$ cat src/rtl/microwave_pkg.sv
// Shared types and constants for the microwave cook sequencer.
// Time is four BCD digits {min_tens, min_units, sec_tens, sec_units}.
package microwave_pkg;

    localparam int BCD_W  = 4;
    localparam int TIME_W = 16;
    localparam int DIGITS = TIME_W / BCD_W;

    localparam logic [TIME_W-1:0] TIME_ZERO = '0;
    localparam logic [TIME_W-1:0] TIME_ONE  = 16'h0001;

    typedef enum logic [2:0] {
        ST_IDLE    = 3'd0,
        ST_ENTRY   = 3'd1,
        ST_COOKING = 3'd2,
        ST_PAUSED  = 3'd3,
        ST_DONE    = 3'd4
    } state_t;

    // Largest value a single keypad digit may carry.
    localparam logic [BCD_W-1:0] DIGIT_MAX = 4'd9;

    function automatic logic digit_is_bcd(input logic [BCD_W-1:0] d);
        return d <= DIGIT_MAX;
    endfunction

endpackage

$ cat src/rtl/bcd_down_counter.sv
// Four-digit BCD mm:ss register: keypad shift-in, clear, and one-step
// countdown with a flag that says the next decrement lands on 0000.
module bcd_down_counter
    import microwave_pkg::*;
(
    input  logic              clk,
    input  logic              rst_n,
    input  logic              clear_i,
    input  logic              shift_i,
    input  logic [BCD_W-1:0]  digit_i,
    input  logic              dec_i,
    output logic [TIME_W-1:0] time_o,
    output logic              zero_next_o
);

    logic [TIME_W-1:0] time_q;
    logic [TIME_W-1:0] time_d;
    logic [TIME_W-1:0] dec_val;
    logic              borrow;

    // Ripple borrow through the digits; seconds tens wraps to 5, all others to 9,
    // so literal entries such as 0075 count down 75, 74, ... without normalising.
    // NOTE: every combinational output gets a default before any branch, so no latch is inferred.
    always_comb begin
        dec_val = time_q;
        borrow  = 1'b1;
        for (int i = 0; i < DIGITS; i++) begin
            if (borrow) begin
                if (time_q[i*BCD_W +: BCD_W] == '0) begin
                    dec_val[i*BCD_W +: BCD_W] = (i == 1) ? 4'd5 : 4'd9;
                    borrow = 1'b1;
                end else begin
                    dec_val[i*BCD_W +: BCD_W] = time_q[i*BCD_W +: BCD_W] - 4'd1;
                    borrow = 1'b0;
                end
            end
        end
    end

    always_comb begin
        time_d = time_q;
        if (clear_i) begin
            time_d = TIME_ZERO;
        end else if (dec_i) begin
            time_d = dec_val;
        end else if (shift_i) begin
            time_d = {time_q[TIME_W-BCD_W-1:0], digit_i};
        end
    end

    // NOTE: state registers use non-blocking assignments so all flops update together.
    always_ff @(posedge clk) begin
        if (!rst_n) begin
            time_q <= TIME_ZERO;
        end else begin
            time_q <= time_d;
        end
    end

    assign time_o      = time_q;
    assign zero_next_o = (time_q == TIME_ONE);

endmodule

$ cat src/rtl/cook_sequencer.sv
// Microwave cook sequencer: time entry, start/stop/door/clear gating of the
// magnetron, per-second BCD countdown and end-of-cook beeper.
module cook_sequencer
    import microwave_pkg::*;
#(
    parameter int BEEP_SECS = 3
) (
    input  logic              clk,
    input  logic              resetn,
    input  logic              startn,
    input  logic              stopn,
    input  logic              clearn,
    input  logic              door_closed,
    input  logic              digit_valid,
    input  logic [BCD_W-1:0]  digit,
    input  logic              sec_tick,
    output logic [TIME_W-1:0] time_bcd,
    output logic              magnetron_on,
    output logic              beep,
    output logic [2:0]        state
);

    localparam logic [3:0] BEEP_LAST = 4'(BEEP_SECS - 1);

    state_t     state_q, state_d;
    logic [3:0] beep_cnt_q, beep_cnt_d;
    logic       start_cur_q, start_prev_q;

    logic       start_fire;
    logic       digit_ok;
    logic       hold_req;
    logic       cnt_clear;
    logic       cnt_shift;
    logic       cnt_dec;
    logic       zero_next;
    logic [TIME_W-1:0] time_val;

    // Start is synchronised first, then edge-detected against its previous value,
    // which adds one cycle of latency but makes holding the button harmless.
    assign start_fire = start_prev_q & ~start_cur_q;
    assign digit_ok   = digit_valid & digit_is_bcd(digit);
    assign hold_req   = ~stopn | ~door_closed;

    always_comb begin
        state_d    = state_q;
        beep_cnt_d = beep_cnt_q;
        cnt_clear  = 1'b0;
        cnt_shift  = 1'b0;
        cnt_dec    = 1'b0;

        if (!clearn) begin
            state_d   = ST_IDLE;
            cnt_clear = 1'b1;
        end else begin
            unique case (state_q)
                ST_IDLE: begin
                    if (digit_ok) begin
                        cnt_shift = 1'b1;
                        state_d   = ST_ENTRY;
                    end
                end
                ST_ENTRY: begin
                    if (start_fire && door_closed && (time_val != TIME_ZERO)) begin
                        state_d = ST_COOKING;
                    end else if (digit_ok) begin
                        cnt_shift = 1'b1;
                    end
                end
                ST_COOKING: begin
                    // A hold in the same cycle as a tick swallows that tick.
                    if (hold_req) begin
                        state_d = ST_PAUSED;
                    end else if (sec_tick) begin
                        cnt_dec = 1'b1;
                        if (zero_next) begin
                            state_d = ST_DONE;
                        end
                    end
                end
                ST_PAUSED: begin
                    if (!hold_req && start_fire) begin
                        state_d = ST_COOKING;
                    end
                end
                ST_DONE: begin
                    if (!door_closed) begin
                        state_d = ST_IDLE;
                    end else if (sec_tick) begin
                        if (beep_cnt_q == BEEP_LAST) begin
                            state_d = ST_IDLE;
                        end else begin
                            beep_cnt_d = beep_cnt_q + 4'd1;
                        end
                    end
                end
                default: begin
                    state_d   = ST_IDLE;
                    cnt_clear = 1'b1;
                end
            endcase
        end

        if (state_d != ST_DONE) begin
            beep_cnt_d = '0;
        end
    end

    always_ff @(posedge clk) begin
        if (!resetn) begin
            state_q      <= ST_IDLE;
            beep_cnt_q   <= '0;
            start_cur_q  <= 1'b1;
            start_prev_q <= 1'b1;
        end else begin
            state_q      <= state_d;
            beep_cnt_q   <= beep_cnt_d;
            start_cur_q  <= startn;
            start_prev_q <= start_cur_q;
        end
    end

    bcd_down_counter u_counter (
        .clk         (clk),
        .rst_n       (resetn),
        .clear_i     (cnt_clear),
        .shift_i     (cnt_shift),
        .digit_i     (digit),
        .dec_i       (cnt_dec),
        .time_o      (time_val),
        .zero_next_o (zero_next)
    );

    assign time_bcd     = time_val;
    assign magnetron_on = (state_q == ST_COOKING);
    assign beep         = (state_q == ST_DONE);
    assign state        = state_q;

endmodule
$ cat config.mk
export PLATFORM = sky130hd
export DESIGN_NAME = cook_sequencer
export DESIGN_NICKNAME = d
export VERILOG_FILES = /design/src/rtl/microwave_pkg.sv /design/src/rtl/bcd_down_counter.sv /design/src/rtl/cook_sequencer.sv
export SDC_FILE = /design/constraint.sdc
export NUM_CORES = 1
export LEC_CHECK = 0
export ABC_AREA = 1
export CORE_MARGIN = 8
export CORE_UTILIZATION = 45
export DETAILED_ROUTE_END_ITERATION = 6
export PLACE_DENSITY = 0.76
export SLEW_MARGIN = 40
export SYNTH_ARGS = -nofsm -noshare
export SYNTH_HDL_FRONTEND = slang
export SYNTH_SLANG_ARGS = --single-unit
$ cat constraint.sdc
create_clock -name clk -period 1.4 [get_ports clk]
set_clock_uncertainty 0.05 [all_clocks]
set_input_delay 0.14 -clock clk [delete_from_list [all_inputs] [get_ports clk]]
set_output_delay 0.14 -clock clk [all_outputs]
set_load 0.02 [all_outputs]
==> implementation parameters <==
Parameter                              Value

Drt
  Via/cell ratio    5.08
  DR DRC count    0
  Routed length per instance    13.4 um
  Length of routed met3 wiring    290 um
  Top Metal Used    met4
  Routed wire length on met2    2730 um
  M1 wire length    2060 um
  Total number of vias    1,966
  Post-DRT Antenna Nets    0
  Drt pass-1 iters    4
  First-iteration detailed-routing DRC count    187
  Total wire length after detailed routing    5180 um

Global route
  Global routing usage summed across all routing layers    16.0%
  Vias in the first global route    1,869
  Maximum number of pins on one net before global-route repair    15
  Global-route wire length before repair    7940 um
  Total global routing overflow    0
  Number of antenna violations at the first check in global routing    0

Power
  Static leakage    1.25 nW
  P_sw    0.355 mW
  Clk network pwr share    26.5%
  Internal power contribution    0.937 mW
  Relative contribution of sequential cells to total power    55.8%
  Worst supply voltage drop on vdd    0.000348 V
  Switching power as a share of total power    27.5%
  Proportion of power drawn by combinational gates    17.7%
  PD cells    475 nW/um^2

Timing
  Min Clock Period, post-route    1.61 ns
  Final hold violation count    0
  Slew Limit Fails    0
  Transition time of the tightest slew-check pin    0.289 ns
  RSZ-0062 raised after global routing    true
  Worst slew margin    80.7%
  Worst Setup Slack, final    -0.214 ns
  Maximum frequency from static timing analysis    619 MHz
  Final Cycle Share    115%
  Finish-stage setup viols    22

Logic synthesis
  Part of the Yosys area used for sequential elements    30.8%
  Post-synthesis cell count    242
  Number of unique standard cell types used by synthesis    36
  Yosys top cell by area    dfxtp_1
  Async set-or-reset flop fraction in the synthesized netlist    0%
  Top_reg_cell synth    dfxtp_1
  Synthesized flop and latch total    25
  Area share of the largest cell type after synthesis    30.8%
  Net count after synthesis    256
  Yosys Warn Count    0
  Largest cells by area after synthesis    dfxtp_1, nand2_1, nand3_1
  Post-synthesis instance area    1620 um^2
  Mean cell area of the mapped netlist    6.71 um^2
  Number of synthesized flops with an enable pin    0

Clock network
  Clock transition time at the flip-flop clock pins of the worst setup and hold paths    0.14 ns
  TritonCTS clock tree    done
  TritonCTS Sinks    25
  Number of clock buffers inserted by TritonCTS    3
  Number of buffers on the longest clock path    2
  Clock Tree Root    clkbuf_4
  Clock insertion delay at the later pin of the skew report    0.33 ns
  CTS HTree Levels    1

Floorplanning
  Die outline width    76.1 um
  I/O pin total    33
  Die ar.    5790 um^2
  Initial core utilization    45.7%
  Number of standard-cell rows in the floorplan    22
  Chip height    76.1 um
  Placeable core region    3550 um^2

Placed design
  Routability Congestion    0.895
  DP Wirelength    3350 um
  DP Area    2370 um^2
  Count of port buffers added during placement    32
  Worst slack at placement    -0.348 ns

Run status
  Result of the run    finished, violations left
  Violated checks    setup timing

Setup path
  CP most frequent cell    buf_6
  Endpoint kind of the worst setup timing path    flip-flop
  Largest fanout on the critical path    6
  CP endpoint    u_counter.time_o[13]
  Number of cell instances on the worst register-to-register path    8
  Reg2reg start    state[2]
  Critical Path RT    1.62 ns
  Launching element type of the critical path    flip-flop
  Register-to-register setup slack    -0.21 ns
  First element of the critical path    state[2]
  Slowest-stage cell, CP    dfxtp_2
  Critical path buffers and inverters    2
  Worst setup path category    flip-flop to flip-flop
  Arr. time, crit path    1.84 ns
  Cell class contributing the biggest share of worst-path delay    simple AND/OR/NAND/NOR gates
  Cell-by-cell listing of the critical path    nor3_4 -> buf_6 -> nand3_4 -> buf_6 -> a21oi_2 -> a21o_1 -> nand2_1 -> a21oi_1
  WP depth    8
  Delay contributed by the slowest stage of the critical path    0.37 ns
  R2R Path End    u_counter.time_o[13]

Job
  Number of max-cap violations    0

Layout
  Ratio of cells with drive above 1 in the final layout    46.9%
  Relative area change from synthesis to final layout    67.6%
  Finished layout cell area    2720 um^2
  Antenna cells    0
  Total Nets Final    354

Min path
  Hold crit path type    primary input to flip-flop
==> kinds of logic (layout without fill, tap and decap cells) <==
kind of cell             count (synthesis)  count (layout)  share of synthesized area [%]
flip-flops                              25              25                           30.8
AO/OA/AOI/OAI                           41              41                           15.6
AND/OR/NAND/NOR                        137             139                           40.3
buffers and inverters                   34             129                           10.2
XOR/XNOR                                 3               3                           1.62
adder cells (fa/ha/maj)                  2               2                           1.54
==> state kept, by name, summed over array words and instances (netlist names) <==
name              count
start_cur_q           1
u_counter.time_o     16
start_prev_q          1
beep_cnt_q            4
state                 3
==> power by group through the flow <==
stage	sequential [mW]	clock, mW	combinational, mW
after global placement	0.737	0	0.188
after floorplan	0.745	0	0.0843
final	0.721	0.342	0.229
after detailed placement	0.737	0	0.189
after CTS	0.722	0.345	0.205
after global routing	0.722	0.388	0.248
==> cell usage after synthesis, types with 2 or more instances <==
cell / instances
nand2_1: 66
inv_1: 27
dfxtp_1: 25
nor2_1: 25
nand3_1: 21
a21oi_1: 16
nand2_2: 10
o21ai_0: 7
o21ai_1: 7
nor2_4: 3
xor2_1: 3
a21oi_2: 2
a22oi_1: 2
buf_6: 2
ha_1: 2
inv_2: 2
nand2_4: 2
or2_2: 2
==> worst min-delay path by stage <==
stage | cells after the start | endpoint | start | slack (ns)
3_5_place_dp | 2 | start_prev_q | start_cur_q | 0.36
2_1_floorplan | 1 | start_prev_q | resetn | 0.16
3_3_place_gp | 2 | start_prev_q | start_cur_q | 0.35
6_report | 2 | start_cur_q | startn | 0.32
4_1_cts | 2 | start_cur_q | startn | 0.32
5_1_grt | 2 | start_cur_q | startn | 0.32
==> area by class of cell <==
| cell class | count | area, um^2 |
|---|---|---|
| inverters | 30 | 125 |
| flip-flops and latches | 25 | 520 |
| clock buffers | 4 | 26.3 |
| repair inverters | 1 | 6.26 |
| multi-input cells | 185 | 1210 |
| well taps | 48 | 60.1 |
| fillers | 245 | 830 |
| repair buffers | 94 | 776 |
==> timing repair <==
item                                    CTS  global route
cloned                                    1             2
endpoints found under the setup margin   44            38
gates resized for setup                  57            68
pin swaps                                11            17
hold buffers                              0             0
buffers inserted                          4             6
==> layer usage <==
| metal | GRT usage [%] | vias to the layer above |
|---|---|---|
| met5 | 0 | - |
| met4 | 6.35 | 0 |
| met3 | 3.66 | 11 |
| met2 | 28.5 | 65 |
| met1 | 17.9 | 914 |
| li1 | - | 976 |
==> metrics by stage <==
stage	TNS, ns	total power, mW	instances	utilization (%)	hold WS (ns)
finish	-2.84	1.29	387	76.6	0.316
detailed placement	-6.47	0.926	370	66.7	0.361
CTS	-2.00	1.27	379	70.9	0.317
floorplan	-2.78	0.829	242	-	0.159
global route	-4.64	1.36	387	76.6	0.317
global placement	-5.37	0.925	370	66.7	0.350
==> placed cells by master, fill, tap and decap left out, drive strengths merged <==
cell,instances
buf,64
dlygate4sd2,2
nor3,2
a31oi,1
o2111ai,1
inv,31
nand2,80
o31ai,1
nor3b,1
nand3,23
nand3b,1
clkbuf,9
or2,3
dfxtp,25
xor2,3
o21ai,14
ha,2
a21oi,18
a21boi,1
a22oi,2
clkdlybuf4s15,12
nor2,29
a21o,1
clkdlybuf4s50,11
o22ai,2
(Power assumes the default switching activity.)
